**src/rtl/kernel_pkg.sv**
```systemverilog
// Shared types and timing constants for the kernelRam stream driver.
package kernel_pkg;

  typedef enum logic [2:0] {
    IDLE  = 3'd0,
    WRITE = 3'd1,
    GAP   = 3'd2,
    READ  = 3'd3,
    DONE  = 3'd4
  } state_t;

  localparam int HOLD_WR    = 2;
  localparam int HOLD_RD    = 3;
  localparam int GAP_CYCLES = 2;

endpackage

```
**src/rtl/kernel_stream_driver_if.sv**
```systemverilog
// Addressed pixel stream between the driver and the kernelRam bank.
interface kernel_stream_driver_if #(
  parameter int BIT_SIZE = 6
);
  logic                we;
  logic                re;
  logic [BIT_SIZE:0]   pixel_position_or_address;
  logic [7:0]          data_out;
  logic [7:0]          result_in;

  modport master (
    output we, re, pixel_position_or_address, data_out,
    input  result_in
  );

  modport slave (
    input  we, re, pixel_position_or_address, data_out,
    output result_in
  );
endinterface

```
**src/rtl/pixel_buffer.sv**
```systemverilog
// Simple dual-port 8-bit pixel RAM: one write port, one registered read port.
module pixel_buffer #(
  parameter int DEPTH  = 64,
  parameter int ADDR_W = 7
) (
  input  logic              clk,
  input  logic              rst,
  input  logic              wr_en,
  input  logic [ADDR_W-1:0] wr_addr,
  input  logic [7:0]        wr_data,
  input  logic [ADDR_W-1:0] rd_addr,
  output logic [7:0]        rd_data
);
  localparam int IDX_W = (DEPTH > 1) ? $clog2(DEPTH) : 1;

  logic [7:0] mem [DEPTH];
  logic       wr_ok;
  logic       rd_ok;

  assign wr_ok = wr_en && (int'(wr_addr) < DEPTH);
  assign rd_ok = int'(rd_addr) < DEPTH;

  always_ff @(posedge clk) begin
    if (wr_ok) mem[wr_addr[IDX_W-1:0]] <= wr_data;
  end

  // Write-first on a same-address collision so a freshly loaded pixel is seen at once.
  always_ff @(posedge clk or posedge rst) begin
    if (rst)                                rd_data <= '0;
    else if (!rd_ok)                        rd_data <= '0;
    else if (wr_ok && wr_addr == rd_addr)   rd_data <= wr_data;
    else                                    rd_data <= mem[rd_addr[IDX_W-1:0]];
  end
endmodule

```
**src/rtl/kernel_stream_driver.sv**
```systemverilog
// Buffers one NxN frame, replays it to the kernelRam bank as a write stream,
// then sweeps a read stream and captures the per-pixel results.
module kernel_stream_driver
  import kernel_pkg::*;
#(
  parameter int N        = 8,
  parameter int BIT_SIZE = 6
) (
  input  logic                  clk,
  input  logic                  rst,
  input  logic                  load_valid,
  input  logic [BIT_SIZE:0]     load_addr,
  input  logic [7:0]            load_data,
  input  logic                  start,
  output logic                  busy,
  output logic                  done,
  input  logic [BIT_SIZE:0]     res_addr,
  output logic [7:0]            res_data,
  kernel_stream_driver_if.master bank
);
  localparam int ADDR_W = BIT_SIZE + 1;
  localparam int DEPTH  = N * N;
  localparam logic [ADDR_W-1:0] LAST_ADDR = ADDR_W'(DEPTH - 1);

  state_t            state_reg, state_next;
  logic [ADDR_W-1:0] addr_reg, addr_next;
  logic [1:0]        hold_reg, hold_next;
  logic              we_reg, we_next;
  logic              re_reg, re_next;
  logic              done_reg, done_next;
  logic              capture;
  logic [7:0]        frame_rd_data;

  always_ff @(posedge clk or posedge rst) begin
    if (rst) begin
      state_reg <= IDLE;
      addr_reg  <= '0;
      hold_reg  <= '0;
      we_reg    <= 1'b0;
      re_reg    <= 1'b0;
      done_reg  <= 1'b0;
    end else begin
      state_reg <= state_next;
      addr_reg  <= addr_next;
      hold_reg  <= hold_next;
      we_reg    <= we_next;
      re_reg    <= re_next;
      done_reg  <= done_next;
    end
  end

  // Strobes are computed for the next state so they leave the registers aligned with addr_reg.
  always_comb begin
    state_next = state_reg;
    addr_next  = addr_reg;
    hold_next  = hold_reg;
    we_next    = 1'b0;
    re_next    = 1'b0;
    done_next  = 1'b0;
    capture    = 1'b0;
    case (state_reg)
      IDLE: begin
        if (start) begin
          state_next = WRITE;
          addr_next  = '0;
          hold_next  = '0;
          we_next    = 1'b1;
        end
      end
      WRITE: begin
        we_next = 1'b1;
        if (hold_reg == 2'(HOLD_WR - 1)) begin
          hold_next = '0;
          if (addr_reg == LAST_ADDR) begin
            state_next = GAP;
            addr_next  = '0;
            we_next    = 1'b0;
          end else begin
            addr_next = addr_reg + 1'b1;
          end
        end else begin
          hold_next = hold_reg + 1'b1;
        end
      end
      GAP: begin
        if (hold_reg == 2'(GAP_CYCLES - 1)) begin
          state_next = READ;
          hold_next  = '0;
          re_next    = 1'b1;
        end else begin
          hold_next = hold_reg + 1'b1;
        end
      end
      READ: begin
        re_next = 1'b1;
        if (hold_reg == 2'(HOLD_RD - 1)) begin
          capture   = 1'b1;
          hold_next = '0;
          if (addr_reg == LAST_ADDR) begin
            state_next = DONE;
            addr_next  = '0;
            re_next    = 1'b0;
            done_next  = 1'b1;
          end else begin
            addr_next = addr_reg + 1'b1;
          end
        end else begin
          hold_next = hold_reg + 1'b1;
        end
      end
      DONE: begin
        state_next = IDLE;
      end
      default: begin
        state_next = IDLE;
        addr_next  = '0;
        hold_next  = '0;
      end
    endcase
  end

  // Frame read runs one address ahead so its registered output lines up with addr_reg.
  pixel_buffer #(.DEPTH(DEPTH), .ADDR_W(ADDR_W)) u_frame_buf (
    .clk     (clk),
    .rst     (rst),
    .wr_en   (load_valid && (state_reg == IDLE)),
    .wr_addr (load_addr),
    .wr_data (load_data),
    .rd_addr (addr_next),
    .rd_data (frame_rd_data)
  );

  pixel_buffer #(.DEPTH(DEPTH), .ADDR_W(ADDR_W)) u_result_buf (
    .clk     (clk),
    .rst     (rst),
    .wr_en   (capture),
    .wr_addr (addr_reg),
    .wr_data (bank.result_in),
    .rd_addr (res_addr),
    .rd_data (res_data)
  );

  assign busy                           = (state_reg != IDLE);
  assign done                           = done_reg;
  assign bank.we                        = we_reg;
  assign bank.re                        = re_reg;
  assign bank.pixel_position_or_address = addr_reg;
  assign bank.data_out                  = we_reg ? frame_rd_data : 8'h00;
endmodule

```
**src/flat_wrapper.sv**
```systemverilog
// flat-port wrapper written by rule: the top's interface ports become plain ports
module kernel_stream_driver_flat import kernel_pkg::*;
#(
  parameter int N        = 8,
  parameter int BIT_SIZE = 6
)
  (clk, rst, load_valid, load_addr, load_data, start, busy, done, res_addr, res_data, bank_we, bank_re, bank_pixel_position_or_address, bank_data_out, bank_result_in);
  kernel_stream_driver_if #(.BIT_SIZE(BIT_SIZE)) bank_i ();
  input  logic clk;
  input  logic rst;
  input  logic load_valid;
  input  logic [BIT_SIZE:0] load_addr;
  input  logic [7:0] load_data;
  input  logic start;
  output logic busy;
  output logic done;
  input  logic [BIT_SIZE:0] res_addr;
  output logic [7:0] res_data;
  output wire logic [$bits(bank_i.we)-1:0] bank_we;
  output wire logic [$bits(bank_i.re)-1:0] bank_re;
  output wire logic [$bits(bank_i.pixel_position_or_address)-1:0] bank_pixel_position_or_address;
  output wire logic [$bits(bank_i.data_out)-1:0] bank_data_out;
  input wire logic [$bits(bank_i.result_in)-1:0] bank_result_in;
  assign bank_we = bank_i.we;
  assign bank_re = bank_i.re;
  assign bank_pixel_position_or_address = bank_i.pixel_position_or_address;
  assign bank_data_out = bank_i.data_out;
  assign bank_i.result_in = bank_result_in;
  kernel_stream_driver #(.N(N), .BIT_SIZE(BIT_SIZE)) u_core (.clk(clk), .rst(rst), .load_valid(load_valid), .load_addr(load_addr), .load_data(load_data), .start(start), .busy(busy), .done(done), .res_addr(res_addr), .res_data(res_data), .bank(bank_i));
endmodule
```
**config.mk**
```make
export PLATFORM = sky130hd
export DESIGN_NAME = kernel_stream_driver_flat
export DESIGN_NICKNAME = d
export VERILOG_FILES = /design/src/rtl/kernel_pkg.sv /design/src/rtl/kernel_stream_driver_if.sv /design/src/rtl/pixel_buffer.sv /design/src/rtl/kernel_stream_driver.sv /design/src/flat_wrapper.sv
export SDC_FILE = /design/constraint.sdc
export NUM_CORES = 1
export LEC_CHECK = 0
export ABC_CLOCK_PERIOD_IN_PS = 3200
export BUFFER_PORTS_ARGS = -buffer_cell sky130_fd_sc_hd__buf_2
export CORE_AREA = 2 2 325 327
export CTS_BUF_LIST = sky130_fd_sc_hd__clkbuf_16
export DETAILED_ROUTE_END_ITERATION = 12
export DIE_AREA = 0 0 327 329
export PLACE_DENSITY = 0.65
export SETUP_SLACK_MARGIN = 0.3
export SYNTH_ARGS = -nofsm -noshare
export SYNTH_HDL_FRONTEND = slang
export SYNTH_HIERARCHICAL = 1
export SYNTH_SLANG_ARGS = --single-unit
```
**constraint.sdc**
```tcl
create_clock -name clk -period 3.2 [get_ports clk]
set_input_delay 0.16 -clock clk [delete_from_list [all_inputs] [get_ports clk]]
set_output_delay 0.16 -clock clk [all_outputs]
set_load 0.02 [all_outputs]
```
==> run metrics, run 1 <==
max-slew violation count 0; worst relative slew slack 0.145; final worst path period share 1.02; WS Path Type flip-flop to flip-flop; # clock sinks 1055; CTS HTree Levels 3; I/O pin count 61; drc violations 0; cell count after synthesis 1977; RSZ-0062 raised after global routing yes; Final Worst Setup Slack -76.9 ps; vias in the first global route 21900; pin count of the biggest net entering global routing 66; row count 119; final hold violations 0; Post-Place Worst Slack -256 ps; buffer and inverter count on the worst path 3; Synth top area share 0.743; final hold slack 67.7 ps; peak per-stage delay on the critical path 420 ps; Seq cells post-synth 1055; startpoint types flip-flop; total vias in the final route 21500; Post-synth top cells 1024 x edfxtp_1, 268 x mux4_2, 163 x nor2_1, 45 x clkbuf_1, 43 x nand2_1; Die Y 329 µm; # setup viols final 2; largest family of logic cells by synthesized area multiplexers; Tmin final 3280 ps; layout cell share with drive strength beyond 1 0.354; critical path, cell by cell or3b_4 -> a21bo_4 -> buf_4 -> nor3b_2 -> a211o_4 -> buf_6 -> buf_12 -> mux4_2 -> mux2i_2 -> a22oi_1 -> and4_1 -> a221o_1; Hold Crit Start load_addr[0]; VDD IR-drop max 462 µV; WL/cell 25.5 µm; CTS tree done; Crit-path slowest cell or3b_4; antenna viol nets, final 0; status finished, violations left; Max Cap Violations 0; Layout area overhead 19.2%; Worst Hold Depth 3; Die Wd 327 µm; GPL Wtd Cong 0.896; total CTS buffers 99; total track usage 0.182; R2R Path End u_core/u_frame_buf/rd_data[5]; CP startpoint u_core/state_reg[1]; CTS root buffer clkbuf_16; most frequent cell after synthesis edfxtp_1; clk_lat worst skew 680 ps; Lkg Pwr 16.2 nW; adder-cell share of the synthesized area 0.000302; Max Buffers Root-to-Sink 3; synth top area cells edfxtp_1 74%, mux4_2 15%, dfrtp_1 1.9%; YS warnings 6; Final HPWL DP 62800 µm; Post-Route WL 98000 µm; initial antenna violation count 2; largest area contributor in the netlist edfxtp_1; post-layout util 0.473; Reg-to-Reg Start u_core/state_reg[1]; hold endpoint u_core/u_frame_buf/mem[55][5]; drt via density 5.58; die area 108000 µm²; FF-to-FF path depth 12; first-pass GRT wire length 146000 µm; grt total ovfl 0; mean post-synth cell area 20.9 µm²; EDFF count, synth 1024; Achievable Freq 305 MHz; Worst R2R Setup Slack -80 ps; sequential element share of the synthesized area 0.762; worst path required time 3740 ps; multiplexer share of the synthesized area 0.155; Worst setup EP type flip-flop; fraction of registers with async set/reset 0.0294; failing checks negative setup slack; Least-Margin Pin Slew 1280 ps; CP Max Fanout 11; PnR Total Power 36.9 mW; Final TNS setup -112 ps; drt first pass iters 6; area of the mapped netlist 41400 µm²; Worst Skew 24.7 ps; hold crit path type input port to flip-flop; post-synth cell types 66; DRT iter0 DRCs 2339; Pwr Density 748 nW/µm²; syn_nets 2012; Synth Area in Simple Gates 0.0363; XOR/XNOR Fraction of Synth Area 0.00318; core box area 104000 µm²; Top Family by Delay on Critical Path simple AND/OR/NAND/NOR gates; Synth Area in Compound Gates 0.0289; Initial Util 0.396; nets@finish 2406; number of port buffers 60; top_reg_cell synth edfxtp_1; Reg clk slew, reported paths 60 ps; data arrival time of the critical path 3820 ps
==> where the power goes <==
part	internal [mW]	leakage, nW	total (mW)	switching [mW]
Clock	6.75	1.68	11.8	5.01
Sequential	15.4	9.58	15.5	0.130
Combinational	4.87	4.94	9.64	4.77
==> stage by stage <==
step,instance area [µm²],instances
after CTS,49100,3833
after global placement,45400,3626
after floorplan,41400,1977
final,49300,3848
after global routing,49300,3846
after detailed placement,45400,3626
==> cell type report <==
type | instances | area, µm²
Inverter | 15 | 56.3
Tap cell | 1391 | 1740
Fill cell | 8455 | 55000
Antenna cell | 2 | 5.00
Timing Repair Buffer | 396 | 3150
Clock buffer | 102 | 2550
Clock inverter | 83 | 721
Sequential cell | 1055 | 31500
Multi-Input combinational cell | 804 | 9570
==> worst reg2reg max path, stage by stage (launching register included) <==
cell     delay [ps]
dfrtp_1         400
or3b_4          420
a21bo_4         240
buf_4           160
nor3b_2         240
a211o_4         180
buf_6           180
buf_12          170
mux4_2          330
mux2i_2         230
a22oi_1         170
and4_1          210
a221o_1         250
==> layer usage <==
layer / wire length (µm) / GRT usage / vias up
met1: 40100 / 0.252 / 11300
met2: 48000 / 0.297 / 946
li1: - / - / 9031
met3: 7480 / 0.0339 / 173
met4: 2450 / 0.0516 / 4
met5: 24 / 0 / -
==> repair_timing <==
action,in CTS,in global routing
pin swaps,7,11
buffers inserted,13,13
hold endpoints to repair,51,0
endpoints found under the setup margin,94,622
resized for setup,47,24
hold buffers,5,0
cloned,4,0
==> cells by family (layout without fill, tap and decap cells) <==
kind of cell,after synthesis,after routing
other,0,2
buffers and inverters,120,596
DFF,1055,1055
and+or+nand+nor,322,322
xor gates and xnor gates,15,15
muxes,305,307
adders and majority gates,1,1
AOI/OAI and AO/OA,159,159
==> layout by cell type, fill, tap and decap left out, types with 21 or more instances in the layout <==
cell type	synthesis	routed
nor2_1	163	161
edfxtp_1	1024	1024
buf_4	16	301
dfrtp_1	31	28
nand3_1	30	30
nand2_1	43	39
clkbuf_16	0	102
mux4_2	268	268
inv_1	13	34
nor2b_1	26	23
a22oi_1	25	22
a22o_1	32	32
buf_2	29	58
mux2i_1	34	25
a21oi_1	23	21
==> worst max path at each step <==
stage / to / slack [ps] / cells after the start
global route: u_core/u_frame_buf/rd_data[5] / -150 / 10
global placement: u_core/u_frame_buf/rd_data[6] / -240 / 12
detailed placement: u_core/u_frame_buf/rd_data[6] / -260 / 12
floorplan: u_core/u_frame_buf/rd_data[5] / 150 / 9
CTS: u_core/u_frame_buf/rd_data[5] / -60 / 9
finish: u_core/u_frame_buf/rd_data[5] / -80 / 12
(Power assumes the default switching activity.)
==> run 2: changes to the inputs <==
- REMOVE_ABC_BUFFERS: not set -> 1
==> run 2 against run 1 <==
Effect of this change: largest power group unchanged; clock skew is 8.1 ps lower; sequential cell count is the same; highest routed layer unchanged; cell count is 1.2% lower; critical path depth did not move; register-to-register slack improved by 50 ps; non-clock buffer count fell by 39; the flow still finishes with violations (negative setup slack); sequential share of layout area grew 0.25 points; clock-buffer cell count increased by 1; fmax is 1.6% higher; critical endpoint is now u_core/u_frame_buf/rd_data[0].
==> run metrics, run 2 (synthesis gave the netlist of run 1 again) <==
first-pass GRT wire length 141000 µm (-3.1%); CTS root buffer clkbuf_16; most frequent cells in the layout 1024 x edfxtp_1, 268 x mux4_2, 255 x buf_4, 161 x nor2_1, 105 x clkbuf_16; Max Cap Violations 0 (unchanged); startpoint types flip-flop; I/O pin count 61 (unchanged); final hold slack 51.1 ps (-16.6 ps); Post-Route WL 95800 µm (-2.3%); max-slew violation count 0 (unchanged); Worst Hold Depth 1 (-2); antenna viol nets, final 0 (unchanged); Lkg Pwr 16.0 nW (-1.1%); Die Y 329 µm (unchanged); Max Buffers Root-to-Sink 3 (unchanged); Reg clk slew, reported paths 60 ps (about the same); Placed Area 45100 µm² (-0.53%); total track usage 0.177 (-0.00514); PnR Total Power 37.0 mW (+0.27%); Worst Skew 16.5 ps (-8.12 ps); core box area 104000 µm² (unchanged); Top Family by Delay on Critical Path simple AND/OR/NAND/NOR gates; vias in the first global route 21500 (-2.0%); CP Max Fanout 14 (+3); total CTS buffers 101 (+2.0%); Pwr Density 753 nW/µm² (+0.67%); Initial Util 0.396 (unchanged); final hold violations 0 (unchanged); worst path required time 3730 ps (about the same); total vias in the final route 21200 (-1.4%); drc violations 0 (unchanged); hold endpoint u_core/u_result_buf/mem[32][3]; critical path, cell by cell ha_2 -> nand2_2 -> nor3_4 -> and4bb_1 -> a211o_2 -> buf_12 -> buf_6 -> or3b_4 -> o22ai_4 -> a21oi_2 -> a32oi_2 -> nand3_1; CTS tree done; Die Wd 327 µm (unchanged); # clock sinks 1055 (unchanged); nets@finish 2367 (-1.6%); GPL Wtd Cong 0.898 (+0.26%); leading cell type in the layout, fill and taps excluded edfxtp_1; drt first pass iters 5 (-1); drt via density 5.57 (-0.21%); VDD IR-drop max 393 µV (-15%); final worst path period share 1.01 (-0.0162); WS Path Type flip-flop to flip-flop; # setup viols final 2 (unchanged); FF-to-FF path depth 12 (unchanged); Least-Margin Pin Slew 1240 ps (-43.4 ps); number of port buffers 60 (unchanged); RSZ-0062 raised after global routing yes; hold crit path type input port to flip-flop; die area 108000 µm² (unchanged); WL/cell 25.2 µm (-1.1%); R2R Path End u_core/u_frame_buf/rd_data[0]; Achievable Freq 310 MHz (+1.6%); worst relative slew slack 0.174 (+0.0289); Final HPWL DP 61200 µm (-2.6%); buffer and inverter count on the worst path 2 (-1); post-layout util 0.471 (-0.00188); Crit-path slowest cell or3b_4; Reg-to-Reg Start u_core/bank.pixel_position_or_address[0]; Worst setup EP type flip-flop; Hold Crit Start bank_result_in[3]; row count 119 (unchanged); Worst R2R Setup Slack -30 ps (+50 ps); grt total ovfl 0 (unchanged); initial antenna violation count 7 (+5); peak per-stage delay on the critical path 490 ps (+70 ps); post-route cell area 49100 µm² (-0.40%); Final Worst Setup Slack -25.2 ps (+51.7 ps); Layout area overhead 18.7%; pin count of the biggest net entering global routing 66 (unchanged); Tmin final 3230 ps (-51.7 ps); status finished, violations left; data arrival time of the critical path 3750 ps (-70 ps); DRT iter0 DRCs 2199 (-6.0%); layout cell share with drive strength beyond 1 0.342 (-0.0116); CTS HTree Levels 3 (unchanged); failing checks negative setup slack; Final TNS setup -36.0 ps (+76.2 ps); clk_lat worst skew 660 ps (-20 ps)
-- run 2: worst max path at each step --
stage                                              from                             to  slack, ps  depth (start not counted)
2_1_floorplan                       u_core/state_reg[1]  u_core/u_frame_buf/rd_data[5]      -2670                          8
3_3_place_gp                         u_core/hold_reg[1]  u_core/u_frame_buf/rd_data[3]       -350                         11
3_5_place_dp                         u_core/hold_reg[1]  u_core/u_frame_buf/rd_data[3]       -430                         11
4_1_cts                              u_core/hold_reg[1]  u_core/u_frame_buf/rd_data[5]         -2                          9
5_1_grt                             u_core/state_reg[1]  u_core/u_frame_buf/rd_data[3]        -70                         12
6_report       u_core/bank.pixel_position_or_address[0]  u_core/u_frame_buf/rd_data[0]        -30                         12
-- run 2: metrics by stage --
stage               worst slack (ps)  instances
global placement                -352       3588
finish                         -25.2       3802
floorplan                      -2670       1872
detailed placement              -431       3588
global route                   -66.5       3801
CTS                            -1.75       3791
-- run 2: layout make-up --
cell class	instances	area, µm²
multi-input combinational	802	9590
antenna	1	2.50
inverter	15	56.3
tap	1391	1740
clock buffer	103	2580
timing repair buffer	357	3000
clock inverter	78	633
sequential	1055	31500
fill	8542	55200
-- run 2: repair_timing --
action | 4_1_cts | 5_1_grt
endpoints found under the hold margin | 35 | 0
cloned | 3 | 2
resized for setup | 52 | 34
endpoints found under the setup margin | 38 | 228
setup buffers | 15 | 8
hold buffers | 4 | 0
pin swaps | 8 | 13
-- run 2: where the power goes --
group | total, mW | internal (mW) | switching (mW)
combinational | 9.92 | 5.06 | 4.87
sequential | 15.4 | 15.3 | 0.0952
clock | 11.6 | 6.69 | 4.92
total | 37.0 | 27.1 | 9.88
-- run 2: layer usage --
metal	track usage	part of all wire	up-vias
met5	0	0.00099	-
met4	0.0523	0.026	14
met3	0.0374	0.072	186
met2	0.291	0.49	902
met1	0.239	0.41	11100
li1	-	-	8927
==> run 3: changes to the inputs <==
- CORE_AREA: 2 2 325 327 -> 2 2 277 279
- CTS_CLUSTER_DIAMETER: not set -> 60
- DIE_AREA: 0 0 327 329 -> 0 0 279 281
- PLACE_DENSITY: 0.65 -> 0.83
- SYNTH_HIERARCHICAL: 1 -> not set
==> run 3 against run 2 <==
Effect of this change: the flow now finishes without violations; highest routed layer is now met4; first-iteration DRC count is 83% higher; total power up 8.3%; fmax is 2.6% higher; non-clock buffer count grew 72; sequential power is essentially flat; sequential cell count is the same; largest cell class unchanged; via count increased by 23%; clock power hardly changed; critical path type unchanged.
==> run metrics, run 3 <==
startpoint types flip-flop; Crit-path slowest cell o32a_4; status complete, no violations; Die Wd 279 µm (-15%); data arrival time of the critical path 3730 ps (-20 ps); post-synth cell types 69 (+4.5%); peak per-stage delay on the critical path 460 ps (-30 ps); hold crit path type input port to flip-flop; RSZ-0062 raised after global routing yes; Die Y 281 µm (-15%); Seq cells post-synth 1055 (unchanged); EDFF count, synth 1024 (unchanged); hold endpoint u_core.u_frame_buf.mem[7][3]; # clock sinks 1055 (unchanged); fraction of registers with async set/reset 0.0294 (unchanged); sequential element share of the synthesized area 0.752 (-0.00960); VDD IR-drop max 627 µV (+59%); layout cell share with drive strength beyond 1 0.287 (-0.0549); Worst Hold Depth 1 (unchanged); CTS root buffer clkbuf_16; R2R Path End u_core.u_frame_buf.rd_data[0]; initial antenna violation count 1 (-6); drt first pass iters 6 (+1); Worst setup EP type flip-flop; clk_lat worst skew 680 ps (+20 ps); final worst path period share 0.982 (-0.0257); total vias in the final route 26000 (+23%); GPL Wtd Cong 0.963 (+7.3%); row count 101 (-15%); Placed Area 45400 µm² (+0.59%); grt total ovfl 0 (unchanged); multi-input logic area 10300 µm² (+7.8%); Tmin final 3140 ps (-82.3 ps); I/O pin count 61 (unchanged); total track usage 0.282 (+0.105); pin count of the biggest net entering global routing 66 (unchanged); antenna viol nets, final 0 (unchanged); Pwr Density 797 nW/µm² (+5.9%); leading cell type in the layout, fill and taps excluded edfxtp_1; Lkg Pwr 17.2 nW (+7.1%); DRT iter0 DRCs 4027 (+83%); Reg-to-Reg Start u_core.hold_reg[1]; first-pass GRT wire length 164000 µm (+16%); worst path required time 3780 ps (+50 ps); drc violations 0 (unchanged); most frequent cell after synthesis edfxtp_1; synth top area cells edfxtp_1 73%, mux4_2 9.0%, nand2_1 4.0%; post-route cell area 50200 µm² (+2.3%); post-layout util 0.666 (+0.195); Post-synth top cells 1024 x edfxtp_1, 443 x nand2_1, 195 x nand3_1, 168 x mux4_2, 147 x nor2_1; WS Path Type flip-flop to flip-flop; Synth top area share 0.734 (-0.00936); Initial Util 0.555 (+0.159); YS warnings 0 (-6); Achievable Freq 318 MHz (+2.6%); Layout area overhead 19.9%; Least-Margin Pin Slew 1350 ps (+116 ps); # setup viols final 0 (-2); buffer and inverter count on the worst path 4 (+2); Post-Route WL 112000 µm (+16%); mean post-synth cell area 16.5 µm² (-21%); Max Cap Violations 0 (unchanged); final hold slack 16.3 ps (-34.9 ps); CP Max Fanout 10 (-4); die area 78400 µm² (-27%); CTS tree done; Filler cells 4592 (-46%); top_reg_cell synth edfxtp_1; Worst R2R Setup Slack 60 ps (+80 ps); Max Buffers Root-to-Sink 3 (unchanged); Final HPWL DP 66800 µm (+9.3%); Final Worst Setup Slack 57.1 ps (+82.3 ps); WL/cell 28.0 µm (+11%); CP startpoint u_core.hold_reg[1]; most frequent cells in the layout 1024 x edfxtp_1, 438 x nand2_1, 302 x buf_4, 176 x nand3_1, 168 x mux4_2; nets@finish 2956 (+25%); critical path, cell by cell or3b_4 -> a21o_1 -> o32a_4 -> inv_12 -> buf_12 -> buf_16 -> buf_4 -> nand2_1 -> a31oi_1 -> o211ai_1 -> a21oi_2 -> a2111oi_2 -> a21oi_1; worst relative slew slack 0.0971 (-0.0771); Hold Crit Start load_data[3]; largest area contributor in the netlist edfxtp_1; CTS HTree Levels 3 (unchanged); vias in the first global route 25900 (+21%); Reg clk slew, reported paths 70 ps (about the same); core box area 75400 µm² (-28%); Worst Skew 34.2 ps (+17.7 ps); FF-to-FF path depth 13 (+1); drt via density 6.51 (+17%); cell count after synthesis 2533 (+28%); total CTS buffers 103 (+2.0%); max-slew violation count 0 (unchanged); area of the mapped netlist 41900 µm² (+1.3%); Top Family by Delay on Critical Path compound AO/OA/AOI/OAI gates; number of port buffers 60 (unchanged); PnR Total Power 40.1 mW (+8.3%); final hold violations 0 (unchanged); Post-Place Worst Slack -229 ps (+202 ps); storage element area 31500 µm² (about the same)
==> run 3: changes by cell type in the layout (fill, tap and decap cells not counted), sizes merged, moves of 22 or more <==
cell / previous run / this run
mux2i: 34 / 59
mux4: 268 / 168
nand4: 1 / 23
a22o: 32 / 1
nand2: 43 / 443
buf: 349 / 415
a21oi: 23 / 88
a32oi: 5 / 28
nand3: 31 / 195
==> run 3: power by group <==
group          internal, mW  switching (mW)  total, mW
combinational          5.33            7.66       13.0
sequential             15.3          0.0964       15.4
clock                  6.52            5.19       11.7
total                  27.1            12.9       40.1
==> run 3: worst max path at each step <==
stage | endpoint | slack (ps) | depth (start not counted)
global route | u_core.u_frame_buf.rd_data[2] | -20 | 12
CTS | u_core.u_frame_buf.rd_data[2] | 180 | 14
detailed placement | u_core.u_frame_buf.rd_data[7] | -230 | 12
global placement | u_core.u_frame_buf.rd_data[7] | -170 | 14
floorplan | u_core.u_frame_buf.rd_data[0] | -7540 | 11
finish | u_core.u_frame_buf.rd_data[0] | 60 | 13
==> run 3: area by class of cell <==
class                   instances  share of cell area
diodes                          1           0.0000498
flip-flops and latches       1055               0.627
multi-input cells            1322               0.206
clock buffers                 104              0.0518
repair buffers                429              0.0760
inverters                       9             0.00105
repair inverters                1            0.000324
clock inverters                90              0.0133
well taps                     978              0.0244
==> run 3: logic make-up (layout without fill, tap and decap cells) <==
| kind of cell | count (synthesis) | in the layout | synth area share |
|---|---|---|---|
| buffers and inverters | 156 | 633 | 0.0168 |
| multiplexers | 229 | 229 | 0.105 |
| XOR/XNOR | 12 | 12 | 0.00269 |
| other | 0 | 1 | 0 |
| AND/OR/NAND/NOR | 873 | 873 | 0.0902 |
| flip-flops | 1055 | 1055 | 0.752 |
| AO/OA/AOI/OAI | 207 | 207 | 0.0328 |
| adder cells (fa/ha/maj) | 1 | 1 | 0.000299 |
==> run 3: metrics by stage <==
step,TNS [ps],std cells
3_5_place_dp,-406,3730
3_3_place_gp,-177,3730
4_1_cts,0,3970
5_1_grt,-15.4,3988
2_1_floorplan,-67540,2386
6_report,0,3989
==> run 3: what timing repair did <==
item / 4_1_cts / 5_1_grt
hold buffers: 6 / 0
gates cloned: 7 / 4
hold endpoints to repair: 94 / 0
buffers inserted: 33 / 14
endpoints found under the setup margin: 25 / 714
resized for setup: 125 / 64
pin swaps: 38 / 29
==> run 3: routing by layer <==
metal | part of all wire | global-route usage | up-vias
met2 | 0.49 | 0.469 | 1982
met5 | 0 | 0 | -
met3 | 0.11 | 0.0485 | 410
li1 | - | - | 10600
met1 | 0.35 | 0.369 | 13000
met4 | 0.054 | 0.127 | 0
